### src/rtl/cordic_fixed_pkg.sv
// Fixed-point 1.2.13 phase constants and types shared by the phase generator
// and its wrap adder.
package cordic_fixed_pkg;

  localparam int PHASE_W = 16;

  typedef logic signed [PHASE_W-1:0] phase_t;

  localparam phase_t PI_POS = 16'sh6488;
  localparam phase_t PI_NEG = 16'sh9B78;
  localparam logic signed [PHASE_W:0] TWO_PI = 17'sd51472;

  typedef enum logic {
    ST_IDLE,
    ST_RUN
  } gen_state_e;

  // Increments outside [-pi, +pi] could step a phase past a single wrap.
  function automatic logic inc_in_range(input phase_t inc);
    return (inc >= PI_NEG) && (inc <= PI_POS);
  endfunction

endpackage

### src/rtl/phase_wrap_add.sv
// Combinational phase accumulate step: phase + inc, folded back into [-pi, +pi].
// The sum is formed at PHASE_W+1 bits so the out-of-range value is never aliased.
module phase_wrap_add
  import cordic_fixed_pkg::*;
(
  input  phase_t phase_i,
  input  phase_t inc_i,
  output phase_t phase_o
);

  logic signed [PHASE_W:0] sum;
  logic signed [PHASE_W:0] wrapped;

  always_comb begin
    sum     = {phase_i[PHASE_W-1], phase_i} + {inc_i[PHASE_W-1], inc_i};
    wrapped = sum;
    // Exactly +pi or -pi is a legal phase and stays as is.
    if (sum > PI_POS) begin
      wrapped = sum - TWO_PI;
    end else if (sum < PI_NEG) begin
      wrapped = sum + TWO_PI;
    end
    phase_o = wrapped[PHASE_W-1:0];
  end

endmodule

### src/rtl/cordic_phase_gen.sv
// Dual-tone phase ramp source for the CORDIC pair, presented as an AXI-Stream
// master with fixed-length frames and runtime-loadable increments.
module cordic_phase_gen
  import cordic_fixed_pkg::*;
#(
  parameter int     FRAME_LEN = 256,
  parameter phase_t INC_A_RST = 16'sd200,
  parameter phase_t INC_B_RST = 16'sd3000
) (
  input  logic                      CLK,
  input  logic                      RST_N,
  input  logic                      EN,
  input  logic                      CLEAR,
  input  logic                      INC_LOAD,
  input  logic signed [PHASE_W-1:0] INC_A,
  input  logic signed [PHASE_W-1:0] INC_B,
  output logic                      M_AXIS_PHASE_TVALID,
  input  logic                      M_AXIS_PHASE_TREADY,
  output logic [2*PHASE_W-1:0]      M_AXIS_PHASE_TDATA,
  output logic                      M_AXIS_PHASE_TLAST,
  output logic                      INC_ERR
);

  localparam logic [15:0] LAST_IDX = 16'(FRAME_LEN - 1);

  gen_state_e  state_q, state_d;
  phase_t      phase_a_q, phase_a_d, phase_b_q, phase_b_d;
  phase_t      inc_a_q, inc_a_d, inc_b_q, inc_b_d;
  phase_t      phase_a_sum, phase_b_sum;
  logic [15:0] frame_cnt_q, frame_cnt_d;
  logic        inc_err_q, inc_err_d;
  logic        handshake;
  logic        load_ok;

  phase_wrap_add u_wrap_a (
    .phase_i (phase_a_q),
    .inc_i   (inc_a_q),
    .phase_o (phase_a_sum)
  );

  phase_wrap_add u_wrap_b (
    .phase_i (phase_b_q),
    .inc_i   (inc_b_q),
    .phase_o (phase_b_sum)
  );

  // TVALID is exactly "in RUN", so a beat can only leave via a handshake.
  assign handshake = (state_q == ST_RUN) && M_AXIS_PHASE_TREADY;
  assign load_ok   = inc_in_range(INC_A) && inc_in_range(INC_B);

  always_comb begin
    state_d     = state_q;
    phase_a_d   = phase_a_q;
    phase_b_d   = phase_b_q;
    inc_a_d     = inc_a_q;
    inc_b_d     = inc_b_q;
    frame_cnt_d = frame_cnt_q;
    inc_err_d   = inc_err_q;

    case (state_q)
      ST_IDLE: begin
        if (CLEAR) begin
          phase_a_d   = '0;
          phase_b_d   = '0;
          frame_cnt_d = '0;
        end
        if (EN) begin
          state_d = ST_RUN;
        end
      end
      ST_RUN: begin
        if (handshake) begin
          phase_a_d   = phase_a_sum;
          phase_b_d   = phase_b_sum;
          frame_cnt_d = (frame_cnt_q == LAST_IDX) ? '0 : frame_cnt_q + 16'd1;
          if (!EN) begin
            state_d = ST_IDLE;
          end
        end
      end
      default: state_d = ST_IDLE;
    endcase

    // The update above uses the old increments; a load takes effect from the next one.
    if (INC_LOAD) begin
      if (load_ok) begin
        inc_a_d = INC_A;
        inc_b_d = INC_B;
      end else begin
        inc_err_d = 1'b1;
      end
    end
  end

  always_ff @(posedge CLK) begin
    if (!RST_N) begin
      state_q     <= ST_IDLE;
      phase_a_q   <= '0;
      phase_b_q   <= '0;
      inc_a_q     <= INC_A_RST;
      inc_b_q     <= INC_B_RST;
      frame_cnt_q <= '0;
      inc_err_q   <= 1'b0;
    end else begin
      state_q     <= state_d;
      phase_a_q   <= phase_a_d;
      phase_b_q   <= phase_b_d;
      inc_a_q     <= inc_a_d;
      inc_b_q     <= inc_b_d;
      frame_cnt_q <= frame_cnt_d;
      inc_err_q   <= inc_err_d;
    end
  end

  assign M_AXIS_PHASE_TVALID = (state_q == ST_RUN);
  assign M_AXIS_PHASE_TDATA  = {phase_b_q, phase_a_q};
  assign M_AXIS_PHASE_TLAST  = (state_q == ST_RUN) && (frame_cnt_q == LAST_IDX);
  assign INC_ERR             = inc_err_q;

endmodule

### config.mk
export PLATFORM = sky130hd
export DESIGN_NAME = cordic_phase_gen
export DESIGN_NICKNAME = d
export VERILOG_FILES = /design/src/rtl/cordic_fixed_pkg.sv /design/src/rtl/phase_wrap_add.sv /design/src/rtl/cordic_phase_gen.sv
export SDC_FILE = /design/constraint.sdc
export NUM_CORES = 1
export LEC_CHECK = 0
export BUFFER_PORTS_ARGS = -buffer_cell sky130_fd_sc_hd__buf_2
export CORE_MARGIN = 8
export CORE_UTILIZATION = 54
export CTS_CLUSTER_DIAMETER = 100
export CTS_CLUSTER_SIZE = 40
export DETAILED_ROUTE_END_ITERATION = 8
export HOLD_SLACK_MARGIN = 0.08
export PLACE_DENSITY = 0.88
export SYNTH_ARGS = -nofsm -noshare
export SYNTH_HDL_FRONTEND = slang
export SYNTH_SLANG_ARGS = --single-unit
### constraint.sdc
create_clock -name CLK -period 3.36 [get_ports CLK]
set_input_delay 0.336 -clock CLK [delete_from_list [all_inputs] [get_ports CLK]]
set_output_delay 0.336 -clock CLK [all_outputs]
set_load 0.005 [all_outputs]
==> impl_metrics.yaml <==
outcome:
  status: "finished, violations left"
  violations: "setup timing"
layout:
  diodes: 0
  nNetsFinal: 926
  final_area_sq_um: 7630
  final_cells: 996
  final_layout_size_suffix_gt1_share_pct: 27.2
  area.growth.synth_to_final_pct: 23.3
  regArea_sq_um: 1650
  multi_input_area_sq_um: 4600
  n_fill_cell: 846
synthesis:
  synth_nets: 813
  synth_edf_count: 0
  synth.area.top_cells: "dfxtp_1, ha_1, mux2i_1, nand2_1, nor2_1"
  yosysTopAreaCellShare_pct: 26.5
  synth.most_common_cell: "dfxtp_1"
  async_reset_ff_share_pct: 0
  ys.flop_type: "dfxtp_1"
  syn_inst: 736
  yosys_warnings: 0
  synthTopCellsByCount: "dfxtp_1, nand2_1, nor2_1"
  yosys.area.top_type: "dfxtp_1"
  ys_seq_area_share_pct: 26.5
  syn_avg_cell_area_sq_um: 8.41
  ys_ff_latch: 82
  synth_cell_types: 92
  syn_area_sq_um: 6190
worst_setup_path:
  arrival_ns: 3.71
  rr_endpoint: "phase_b_q[11]"
  crit_required_ns: 3.60
  r2r_cells: 12
  r2r_setup_slack_ns: -0.11
  critPathLaunch: "phase_b_q[0]"
  critical_path_class: "reg -> reg"
  worst_r2r_startpoint: "phase_b_q[0]"
  worst-path-max-fanout: 4
  cp-end-kind: "register"
  cp-start-kind: "register"
timing:
  fin_ws_ns: -0.108
  whs_ns: 0.196
  finalHoldViolCount: 0
  relSlewSlack_pct: 52.3
  fin_crit_ns: 3.47
  rsz0062_at_grt: "yes"
  drv_slew: 0
  setup_viol: 11
  fin_worst_skew_ns: 0.00581
  worstMarginPinSlew_ns: 0.706
  timing.fmax_mhz: 288
  period_share_pct: 103
drt:
  vias_per_cell: 6.24
  dr.pass1.iters: 5
  wl_um: 18400
  drt_iter0_markers: 404
  wire_per_inst_um: 18.4
  ant_nets: 0
  dr_total_vias: 6213
  drcViolationCount: 0
pwr:
  ir_drop_mv: 0.248
  pwr_density_cell_nw_per_um2: 423
  p_leak_uw: 0.00330
cts:
  clockBufferDepth: 2
  holdBufCountCts: 0
  root_buffer: "clkbuf_16"
  cts_tree: "done"
  cts_buffers: 9
  htreeDepth: 3
  clkLatencyLatePin_ns: 0.35
  clock-sinks: 82
  cts.clk_slew.worst_paths_ns: 0.06
hold_path:
  hp-start: "EN"
  min_path_type: "in -> reg"
  min_to: "M_AXIS_PHASE_TVALID"
  hold_path_depth: 2
place:
  gp_congestion: 0.919
  place.port_buffers: 72
  dp_cells: 965
  placed_cell_area_sq_um: 6950
  hpwlAfterDp_um: 13200
  dpl_worst_slack_ns: -0.132
global_route:
  antenna_found_initial: 0
  grt_pass1_vias: 5666
  grt_usage_pct: 22.5
  grt.overflow.total: 0
  grt_max_degree: 34
  grt_pass1_wl_um: 27300
die:
  fp.dieH_um: 123
  placementRows: 39
  pin_count: 73
  core-area_sq_um: 11300
  die_w_um: 123
  dieArea_sq_um: 15100
  start_util_pct: 54.7
flow_run:
  drv_cap: 0
power by group:
| group | leakage [uW] | total (uW) | internal (uW) | switching (uW) |
|---|---|---|---|---|
| clock network | 0.000138 | 983 | 570 | 412 |
| logic | 0.00249 | 1180 | 507 | 678 |
| registers | 0.000670 | 1060 | 1020 | 40.0 |
state kept, by name (all words and copies together), names as in the netlist:
| name | flops |
|---|---|
| INC_ERR | 1 |
| M_AXIS_PHASE_TVALID | 1 |
| frame_cnt_q | 16 |
| inc_a_q | 16 |
| inc_b_q | 16 |
| phase_a_q | 16 |
| phase_b_q | 16 |
placed cells by master (no fill, tap or decap), drive strengths merged, types with 14 or more instances in the layout:
cell | Yosys | final
inv | 17 | 17
nand3 | 14 | 14
a22oi | 16 | 16
xnor2 | 30 | 30
and2 | 14 | 14
nand2 | 78 | 78
xor2 | 16 | 16
nor2b | 26 | 26
ha | 37 | 37
dfxtp | 82 | 82
nor2 | 59 | 59
o21a | 14 | 14
and3 | 21 | 21
a21oi | 34 | 35
o21ai | 58 | 58
mux2i | 33 | 33
buf | 11 | 131
nor3 | 16 | 16
layout make-up:
cell class	instances	area share, %
multi-input combinational	607	60.3
tap	143	2.35
inverter	18	0.886
timing repair buffer	131	11.1
sequential	82	21.6
clock buffer	10	3.00
clock inverter	5	0.738
through the flow:
stage / setup TNS [ns] / power, uW / utilization, %
after floorplan: 0 / 1810 / -
after global routing: -2.81 / 3370 / 67.4
after global placement: 0 / 2100 / 61.4
after detailed placement: -0.420 / 2120 / 61.4
after CTS: -0.0410 / 3100 / 64.1
final: -0.606 / 3230 / 67.4
cell families (layout without fill, tap and decap cells):
group,Yosys count,count (layout),synth area share (%)
xor+xnor,46,46,7.91
buf+inv,48,164,3.34
simple gates,262,262,20.8
compound gates,225,226,27.7
mux,34,34,5.58
flops,82,82,26.5
fa+ha+maj,39,39,8.13
worst max-delay path, stage by stage, from the launching register on:
cell,delay [ns]
dfxtp_4,0.36
ha_4,0.16
fa_2,0.36
a21o_1,0.23
a311o_1,0.47
a31oi_2,0.28
a31oi_2,0.16
xor2_2,0.22
a311oi_2,0.34
nor2_1,0.20
o32ai_2,0.33
xnor2_1,0.17
o21ai_1,0.08
repair_timing:
item                       in CTS  in global routing
setup endpoints to repair      12                 24
gates resized for setup         4                 49
pin swaps                       4                 31
setup buffers                   0                 15
cloned                          0                  1
worst max-delay path by stage:
stage / slack (ns) / end
final: -0.11 / phase_b_q[11]
after global routing: -0.23 / phase_b_q[15]
after CTS: -0.04 / phase_a_q[13]
after detailed placement: -0.13 / phase_b_q[8]
after global placement: 0.06 / phase_b_q[13]
after floorplan: 0.03 / phase_b_q[15]
metal layers:
| metal | part of all wire, % | vias to the layer above | global-route usage (%) | wire [um] |
|---|---|---|---|---|
| met3 | 6.8 | 56 | 4.02 | 1250 |
| met1 | 42 | 2946 | 28.1 | 7720 |
| met2 | 48 | 275 | 36.9 | 8740 |
| met5 | 0 | - | 0 | 0 |
| met4 | 3.6 | 0 | 10.9 | 664 |
| li1 | - | 2936 | - | - |
(Power assumes the default switching activity.)
